$ cat src/rtl/fir_pkg.sv
// Shared definitions for the FIR output path: state encoding, default widths
// and ap_ctrl status bit positions.
package fir_pkg;

  localparam int unsigned DEF_DATA_WIDTH = 32;
  localparam int unsigned DEF_CNT_WIDTH  = 32;

  localparam int unsigned AP_DONE_BIT = 1;
  localparam int unsigned AP_IDLE_BIT = 2;

  typedef enum logic [1:0] {
    S_IDLE  = 2'd0,
    S_RUN   = 2'd1,
    S_DRAIN = 2'd2,
    S_DONE  = 2'd3
  } state_e;

endpackage

$ cat src/rtl/fir_sm_out_buf_if.sv
// Result input port (valid/ready) plus AXI-Stream master toward the host.
interface fir_sm_out_buf_if #(
  parameter int unsigned DW = 32
);
  logic          res_valid;
  logic          res_ready;
  logic [DW-1:0] res_data;
  logic          sm_tvalid;
  logic          sm_tready;
  logic [DW-1:0] sm_tdata;
  logic          sm_tlast;

  // slave: the output buffer itself; master: the surrounding FIR core / sink
  modport slave (
    input  res_valid, res_data, sm_tready,
    output res_ready, sm_tvalid, sm_tdata, sm_tlast
  );
  modport master (
    output res_valid, res_data, sm_tready,
    input  res_ready, sm_tvalid, sm_tdata, sm_tlast
  );
endinterface

$ cat src/rtl/fir_sync_fifo.sv
// Show-ahead synchronous FIFO; pointers carry one extra wrap bit so that
// full/empty are distinguished without an occupancy counter.
module fir_sync_fifo #(
  parameter int unsigned DW    = 32,
  parameter int unsigned DEPTH = 4
) (
  input  logic          clk,
  input  logic          rst_n,
  input  logic          push,
  input  logic          pop,
  input  logic [DW-1:0] din,
  output logic [DW-1:0] dout,
  output logic          full,
  output logic          empty
);
  localparam int unsigned AW = $clog2(DEPTH);
  localparam int unsigned PW = AW + 1;

  logic [PW-1:0] r_wr_ptr;
  logic [PW-1:0] r_rd_ptr;
  logic [DW-1:0] r_mem [DEPTH];
  logic          w_push;
  logic          w_pop;

  assign w_push = push & ~full;
  assign w_pop  = pop & ~empty;

  always_ff @(posedge clk or negedge rst_n) begin
    if (!rst_n) begin
      r_wr_ptr <= '0;
      r_rd_ptr <= '0;
      for (int i = 0; i < int'(DEPTH); i++) r_mem[i] <= '0;
    end else begin
      if (w_push) begin
        r_mem[r_wr_ptr[AW-1:0]] <= din;
        r_wr_ptr                <= r_wr_ptr + PW'(1);
      end
      if (w_pop) r_rd_ptr <= r_rd_ptr + PW'(1);
    end
  end

  assign dout  = r_mem[r_rd_ptr[AW-1:0]];
  assign empty = (r_wr_ptr == r_rd_ptr);
  assign full  = (r_wr_ptr[AW] != r_rd_ptr[AW]) &&
                 (r_wr_ptr[AW-1:0] == r_rd_ptr[AW-1:0]);
endmodule

$ cat src/rtl/fir_sm_out_buf.sv
// FIR output buffer: FIFOs results, streams them on sm_*, tags the final
// sample with tlast and reports done/idle. FIR_OUT_STALL_STAT_EN adds stall_cnt.
module fir_sm_out_buf
  import fir_pkg::*;
#(
  parameter int unsigned pDATA_WIDTH = DEF_DATA_WIDTH,
  parameter int unsigned pDEPTH      = 4,
  parameter int unsigned pCNT_WIDTH  = DEF_CNT_WIDTH
) (
  input  logic                  axis_clk,
  input  logic                  axis_rst_n,
  input  logic                  start,
  input  logic [pCNT_WIDTH-1:0] cfg_length,
  fir_sm_out_buf_if.slave       bus,
  output logic                  done,
  output logic                  idle,
  output logic [pCNT_WIDTH-1:0] out_cnt
`ifdef FIR_OUT_STALL_STAT_EN
  ,
  output logic [pCNT_WIDTH-1:0] stall_cnt
`endif
);
  state_e                  r_state;
  state_e                  w_state_nxt;
  logic [pCNT_WIDTH-1:0]   r_len_q;
  logic [pCNT_WIDTH-1:0]   r_in_cnt;
  logic [pCNT_WIDTH-1:0]   r_out_cnt;
  logic                    r_done;
  logic                    r_idle;
  logic                    w_full;
  logic                    w_empty;
  logic                    w_start_ok;
  logic                    w_in_hs;
  logic                    w_out_hs;
  logic                    w_last_hs;
  logic [pDATA_WIDTH-1:0]  w_head;

  fir_sync_fifo #(
    .DW    (pDATA_WIDTH),
    .DEPTH (pDEPTH)
  ) u_fifo (
    .clk   (axis_clk),
    .rst_n (axis_rst_n),
    .push  (w_in_hs),
    .pop   (w_out_hs),
    .din   (bus.res_data),
    .dout  (w_head),
    .full  (w_full),
    .empty (w_empty)
  );

  assign w_start_ok    = start & (r_state == S_IDLE);
  assign bus.res_ready = (r_state == S_RUN) & ~w_full & (r_in_cnt < r_len_q);
  assign bus.sm_tvalid = ~w_empty & ((r_state == S_RUN) | (r_state == S_DRAIN));
  assign bus.sm_tdata  = w_head;
  assign bus.sm_tlast  = bus.sm_tvalid & (r_out_cnt == r_len_q - pCNT_WIDTH'(1));
  assign w_in_hs       = bus.res_valid & bus.res_ready;
  assign w_out_hs      = bus.sm_tvalid & bus.sm_tready;
  assign w_last_hs     = w_out_hs & bus.sm_tlast;

  always_ff @(posedge axis_clk or negedge axis_rst_n) begin
    if (!axis_rst_n) r_state <= S_IDLE;
    else             r_state <= w_state_nxt;
  end

  // The tlast handshake can already land in RUN when the sink keeps pace.
  always_comb begin
    w_state_nxt = r_state;
    case (r_state)
      S_IDLE:  if (start) w_state_nxt = (cfg_length == '0) ? S_DONE : S_RUN;
      S_RUN: begin
        if (w_last_hs)                   w_state_nxt = S_DONE;
        else if (r_in_cnt == r_len_q)    w_state_nxt = S_DRAIN;
      end
      S_DRAIN: if (w_last_hs) w_state_nxt = S_DONE;
      S_DONE:  w_state_nxt = S_IDLE;
    endcase
  end

  always_ff @(posedge axis_clk or negedge axis_rst_n) begin
    if (!axis_rst_n) begin
      r_len_q   <= '0;
      r_in_cnt  <= '0;
      r_out_cnt <= '0;
      r_done    <= 1'b0;
      r_idle    <= 1'b1;
    end else begin
      r_done <= (w_state_nxt == S_DONE);
      r_idle <= (w_state_nxt == S_IDLE);
      if (w_start_ok) begin
        r_len_q   <= cfg_length;
        r_in_cnt  <= '0;
        r_out_cnt <= '0;
      end else begin
        if (w_in_hs)  r_in_cnt  <= r_in_cnt + pCNT_WIDTH'(1);
        if (w_out_hs) r_out_cnt <= r_out_cnt + pCNT_WIDTH'(1);
      end
    end
  end

  assign done    = r_done;
  assign idle    = r_idle;
  assign out_cnt = r_out_cnt;

`ifdef FIR_OUT_STALL_STAT_EN
  logic [pCNT_WIDTH-1:0] r_stall_cnt;

  // Saturating count of sink back-pressure cycles, held after done.
  always_ff @(posedge axis_clk or negedge axis_rst_n) begin
    if (!axis_rst_n) begin
      r_stall_cnt <= '0;
    end else if (w_start_ok) begin
      r_stall_cnt <= '0;
    end else if (bus.sm_tvalid && !bus.sm_tready && (r_stall_cnt != '1)) begin
      r_stall_cnt <= r_stall_cnt + pCNT_WIDTH'(1);
    end
  end

  assign stall_cnt = r_stall_cnt;
`endif
endmodule

$ cat src/flat_wrapper.sv
// flat-port wrapper written by rule: the top's interface ports become plain ports
module fir_sm_out_buf_flat import fir_pkg::*;
#(
  parameter int unsigned pDATA_WIDTH = DEF_DATA_WIDTH,
  parameter int unsigned pDEPTH      = 4,
  parameter int unsigned pCNT_WIDTH  = DEF_CNT_WIDTH
)
  (axis_clk, axis_rst_n, start, cfg_length, done, idle, out_cnt, bus_res_valid, bus_res_data, bus_sm_tready, bus_res_ready, bus_sm_tvalid, bus_sm_tdata, bus_sm_tlast);
  fir_sm_out_buf_if #(.DW((32))) bus_i ();
  input  logic axis_clk;
  input  logic axis_rst_n;
  input  logic start;
  input  logic [pCNT_WIDTH-1:0] cfg_length;
  output logic done;
  output logic idle;
  output logic [pCNT_WIDTH-1:0] out_cnt;
  input wire logic [$bits(bus_i.res_valid)-1:0] bus_res_valid;
  input wire logic [$bits(bus_i.res_data)-1:0] bus_res_data;
  input wire logic [$bits(bus_i.sm_tready)-1:0] bus_sm_tready;
  output wire logic [$bits(bus_i.res_ready)-1:0] bus_res_ready;
  output wire logic [$bits(bus_i.sm_tvalid)-1:0] bus_sm_tvalid;
  output wire logic [$bits(bus_i.sm_tdata)-1:0] bus_sm_tdata;
  output wire logic [$bits(bus_i.sm_tlast)-1:0] bus_sm_tlast;
  assign bus_i.res_valid = bus_res_valid;
  assign bus_i.res_data = bus_res_data;
  assign bus_i.sm_tready = bus_sm_tready;
  assign bus_res_ready = bus_i.res_ready;
  assign bus_sm_tvalid = bus_i.sm_tvalid;
  assign bus_sm_tdata = bus_i.sm_tdata;
  assign bus_sm_tlast = bus_i.sm_tlast;
  fir_sm_out_buf #(.pDATA_WIDTH(pDATA_WIDTH), .pDEPTH(pDEPTH), .pCNT_WIDTH(pCNT_WIDTH)) u_core (.axis_clk(axis_clk), .axis_rst_n(axis_rst_n), .start(start), .cfg_length(cfg_length), .bus(bus_i), .done(done), .idle(idle), .out_cnt(out_cnt));
endmodule
$ cat config.mk
export PLATFORM = sky130hd
export DESIGN_NAME = fir_sm_out_buf_flat
export DESIGN_NICKNAME = d
export VERILOG_FILES = /design/src/rtl/fir_pkg.sv /design/src/rtl/fir_sm_out_buf_if.sv /design/src/rtl/fir_sync_fifo.sv /design/src/rtl/fir_sm_out_buf.sv /design/src/flat_wrapper.sv
export SDC_FILE = /design/constraint.sdc
export NUM_CORES = 1
export LEC_CHECK = 0
export ABC_CLOCK_PERIOD_IN_PS = 7960
export BUFFER_PORTS_ARGS = -buffer_cell sky130_fd_sc_hd__buf_2
export CORE_MARGIN = 2
export CORE_UTILIZATION = 40
export DETAILED_ROUTE_END_ITERATION = 16
export PLACE_DENSITY = 0.59
export SLEW_MARGIN = 20
export SYNTH_ARGS = -nofsm -noshare
export SYNTH_HDL_FRONTEND = slang
export SYNTH_SLANG_ARGS = --single-unit
export TNS_END_PERCENT = 50
$ cat constraint.sdc
create_clock -name axis_clk -period 7.96 [get_ports axis_clk]
set_input_delay 0.398 -clock axis_clk [delete_from_list [all_inputs] [get_ports axis_clk]]
set_output_delay 0.398 -clock axis_clk [all_outputs]
set_load 0.01 [all_outputs]
# Word-level counts from Yosys, hierarchy flattened
# Cells that the tools add are included.
classes:
  add_sub_neg: 5
  order_cmp: 4
  eq_ne: 9
  mux: 16
  n_bitwise: 15
  reduce_logical: 7
op_table:
  columns: ["operator", "count"]
  rows:
  - ["32-bit two-way mux", 7]
  - ["128-bit bitwise mux", 1]
  - ["32-bit by 1-bit adder with 32-bit output, second input constant", 2]
  - ["32-bit binary-select mux with 2-bit select", 1]
  - ["32-bit demux with 2-bit select", 1]
  - ["32-bit == test", 2]
  - ["32-bit zero test", 1]
  - ["32-bit less-than comparator", 1]
  - ["32-bit by 1-bit subtractor with 32-bit output, second input constant", 1]
  - ["1-bit AND", 10]
  - ["2-bit two-way mux", 5]
  - ["2-bit one-hot mux with 4 select lines", 1]
  - ["3-bit by 1-bit adder with 3-bit output, second input constant", 2]
  - ["2-bit == test, second input constant", 3]
  - ["3-bit greater-or-equal comparator, second input constant", 2]
  - ["2-bit NOT with 3-bit output", 2]
  - ["2-bit zero test", 2]
  - ["2-bit nonzero test", 2]
  - ["3-bit == test", 1]
  - ["3-bit by 1-bit less-than comparator with 1-bit output, second input constant", 1]
  - ["2-bit by 1-bit == test with 1-bit output, second input constant", 1]
  - ["2-bit == test", 1]
  - ["1-bit logical AND", 2]
  - ["1-bit NOT", 2]
  - ["other kinds (2)", 2]
totals:
  regBits: 234
  output_inout_bits: 69
  wordCells: 68

# Depth between registers and ports, before layout
logic_depth:
  ltp_word: 8
  ltp_mapped: 14
  depth_no_buf: 11

# By module
# Synthesis repeated with hierarchy kept, for this count alone.
unflattened:
  hier_cells: 1162
  area_unflattened_um2: 13379.1
modules_own_cells:
  columns: ["module", "n_inst", "cells_each", "area_each_um2", "seq_area_each_um2"]
  rows:
  - ["fir_sm_out_buf", 1, 808, 6862.8, 2503.7]
  - ["fir_sync_fifo", 1, 354, 6516.2, 3353.2]

# Worst setup path before layout
# Ideal clock, no wire load.
synth_timing:
  kind: "reg2out"
  startpoint: "register u_core.r_len_q[3]"
  endpoint: "output bus_sm_tlast"
  t_arrival_ns: 3.069
  path_slack_ns: 4.493
  path_stages_with_launch: 9
  n_path_buf: 1
  cell_sequence: "dfrtp_1 -> or4_4 -> or3_1 -> buf_2 -> or3_4 -> nor4_1 -> and3b_1 -> or4_4 -> nor3_1"
synth_between:
  elab_chain_len: 3
synth_rtl:
  columns: ["item", "line", "source"]
  rows:
  - ["start, declared", "fir_sm_out_buf.sv:25", "logic [pCNT_WIDTH-1:0] r_len_q;"]
  - ["start signal, assigned", "fir_sm_out_buf.sv:91", "r_len_q <= cfg_length;"]
  - ["32-bit by 1-bit subtractor with 32-bit output", "fir_sm_out_buf.sv:56", "assign bus.sm_tlast = bus.sm_tvalid & (r_out_cnt == r_len_q - pCNT_WIDTH'(1));"]
  - ["32-bit == test", "fir_sm_out_buf.sv:56", null]
  - ["1-bit AND", "fir_sm_out_buf.sv:56", null]
  - ["end, declared", "flat_wrapper.sv:23", "output wire logic [$bits(bus_i.sm_tlast)-1:0] bus_sm_tlast;"]
# Every way passes these cells.

# Worst setup path after layout
layout_timing:
  startpoint: "register u_core.r_len_q[0]"
  endpoint: "output bus_sm_tlast"
# The elaborated chain is that of the path after synthesis.

==> flow_summary_export.csv <==
group,metric,value,unit
grt,grt_overflow,0,
drt,drtIter0Drc,395,
worst_setup_path,ff2ff_setup_slack,3.71,ns
synthesis,synth_most_common_cell,"dfrtp_1",
synthesis,synth_area_leaders,"dfrtp_1 47%, mux2_2 11%, mux4_2 5.8%",
worst_setup_path,crit_required,7.56,ns
finish,area_growth_syn_to_layout,15.76,%
floorplan,die_w,180.3,microns
pwr,powerDensity,354.5,mW/mm^2
grt,grtUsageTotal,0.1924,
synthesis,synth_cell_types,57,
cts,clockBufferDepth,3,
floorplan,io_pins,138,
worst_setup_path,cp_data_arrival_time,4.31,ns
finish,final_nets,1355,
drt,vias,8984,
worst_setup_path,cp-start-kind,"register",
grt,gr-usage-met1,0.2553,
cts,root_buffer,"clkbuf_16",
cts,cts_max_level,1,
synthesis,yosysSeqAreaShare,0.4714,
job,max-cap-violations,0,
grt,met2_usage,0.3159,
floorplan,rows,64,
synthesis,synth-seq-cells,234,
drt,avgRoutedWirePerCell,18.77,microns
timing,drv_slew,0,
synthesis,yosys-top-cells-count,"233 x dfrtp_1, 117 x mux2_2, 88 x nand2_1",
placement,place_hpwl,21690,microns
cts,cts_hold_buf,1,
worst_setup_path,worst_setup_path_end_kind,"output port",
grt,grt_busiest_layer,"met2",
floorplan,coreArea,0.03059,sq mm
drt,ant_nets,0,
pwr,power.leakage,6.405,nW
timing,clock_skew,0.01814,ns
grt,grt_pass1_wl,50490,microns
floorplan,die_y,180.3,microns
timing,finalSetupViolCount,0,
synthesis,syn-cell-area,0.01243,sq mm
min_path,hold_path_class,"in2reg",
placement,port_buffers,137,
timing,hold_viol_final,0,
synthesis,synth_edf_count,0,
cts,clock-sinks,234,
cts,clkSlewWorstSetupHoldPaths,0.06,ns
placement,gp_congestion,0.8634,
drt,drtPass1Iterations,5,
synthesis,synth.avg_cell_area,11.06,sq um
synthesis,synthCells,1123,
drt,drt-total-wl,31190,microns
floorplan,die-area,0.03249,sq mm
grt,antenna_found_initial,5,
synthesis,synth.net_count,1236,
cts,cts_tree,"built",
timing,finalCritPeriodShare,0.5919,
drt,drc,0,
timing,worst_pin_slew,1.029,ns
timing,slew_headroom,0.3142,
worst_setup_path,crit_path_max_fanout,6,
outcome,status,"finished, final reports clean",
grt,grt.met3_usage,0.04143,
placement,dp_slack,3.749,ns
worst_setup_path,critical_path_class,"reg2out",
grt,grt_start_max_net_pins,125,
synthesis,netlist.area_leader.share,0.4692,
synthesis,yosysWarnings,0,
floorplan,start_util,0.4062,
grt,grt_pass1_vias,9094,
timing,grt_setup_unrepaired,"no",
synthesis,yosys.area.top_type,"dfrtp_1",
pwr,vdd_drop_max,201.9,uV
timing,final.setup.worst_slack,3.248,ns
cts,ctsResizeCount,0,
finish,drive_above_1_share,0.2763,
placement,placed_cell_area,0.01349,sq mm
cts,postCtsSetupBuffers,0,
cts,clk-insertion-delay-late,0.55,ns
cts,cts_buffers,27,
timing,tns,0,ns
synthesis,async_flop_share,1.000,
pwr,p_total,5.099,mW
drt,via_per_inst,5.409,
synthesis,synthFlopType,"dfrtp_1",
timing,fmax,0.2122,GHz
finish,fin_area,0.01438,sq mm
timing,post-route-min-period,4.712,ns
-- final cells by class --
type / instances / area (sq um)
inverter: 49 / 183.9
fill: 2908 / 16210
clock inverter: 7 / 77.57
sequential: 234 / 5858
antenna: 2 / 5.005
clock buffer: 43 / 805.8
multi-input combinational: 785 / 6187
timing repair buffer: 145 / 770.7
tap: 396 / 495.5
-- power by group --
part	switching, mW	internal, mW	total [mW]	leakage [nW]
combinational	0.990	0.948	1.94	2.98
clock	0.502	0.727	1.23	0.433
sequential	0.311	1.62	1.93	2.99
total	1.80	3.30	5.10	6.40
-- worst paths after layout --
path	cells past startpoint	from	endpoint
min in group asynchronous	2	axis_rst_n	u_core.r_in_cnt[25]$_DFFE_PN0P_
min	3	cfg_length[25]	u_core.r_len_q[25]$_DFFE_PN0P_
min reg2reg	1	u_core.u_fifo.r_mem[124]$_DFFE_PN0P_	u_core.u_fifo.r_mem[124]$_DFFE_PN0P_
max in group asynchronous	3	axis_rst_n	u_core.u_fifo.r_rd_ptr[0]$_DFFE_PN0P_
max	10	u_core.r_len_q[0]$_DFFE_PN0P_	bus_sm_tlast
max reg2reg	12	u_core.r_len_q[25]$_DFFE_PN0P_	u_core.u_fifo.r_mem[76]$_DFFE_PN0P_
-- logic make-up (layout without fill, tap and decap cells) --
kind of cell / count (synthesis) / in the layout / synth area share
AOI/OAI and AO/OA: 116 / 116 / 0.05921
xor gates and xnor gates: 104 / 104 / 0.07331
adders and majority gates: 44 / 44 / 0.04431
buffers and inverters: 104 / 244 / 0.03162
DFF: 234 / 234 / 0.4714
muxes: 160 / 160 / 0.1740
other: 0 / 2 / 0
and+or+nand+nor: 361 / 361 / 0.1462
-- flip-flops by register name (all words and copies together) (netlist names) --
register / cells
u_core.done: 1
u_core.idle: 1
u_core.out_cnt: 32
u_core.r_in_cnt: 32
u_core.r_len_q: 32
u_core.r_state: 2
u_core.u_fifo.r_mem: 128
u_core.u_fifo.r_rd_ptr: 3
u_core.u_fifo.r_wr_ptr: 3
-- per-layer routing --
layer / part of all wire / vias to the layer above
met2: 0.46 / 230
met5: 0.0011 / -
li1: - / 4231
met3: 0.063 / 56
met1: 0.44 / 4461
met4: 0.030 / 6
-- critical path: stages, from the launching register on --
cell,delay (ns)
dfrtp_1,0.46
inv_1,0.11
ha_1,0.24
or4b_1,0.54
or4_1,0.54
nor4_1,0.46
o22ai_1,0.13
nor4_1,0.44
nand4_1,0.27
nor3_1,0.38
buf_2,0.20
-- through the flow --
step                        util  cells  hold WS (ns)
after floorplan                -   1123        0.1024
after global placement    0.4409   1608        0.4626
after detailed placement  0.4409   1608        0.4756
after CTS                 0.4701   1659       0.05110
after global routing      0.4701   1660       0.07074
final                     0.4702   1661       0.06546
-- cell usage in the layout, fill, tap and decap left out, types with 29 or more instances in the layout --
cell,instances
xor2_1,39
mux2_2,117
dfrtp_1,232
o21ai_0,42
xnor2_1,65
nor4_1,37
nor2_1,83
nor3_1,29
inv_1,49
ha_1,44
nand3_1,34
nand2_1,88
mux4_2,32
buf_2,136
Power figures use the tool's default switching activity.
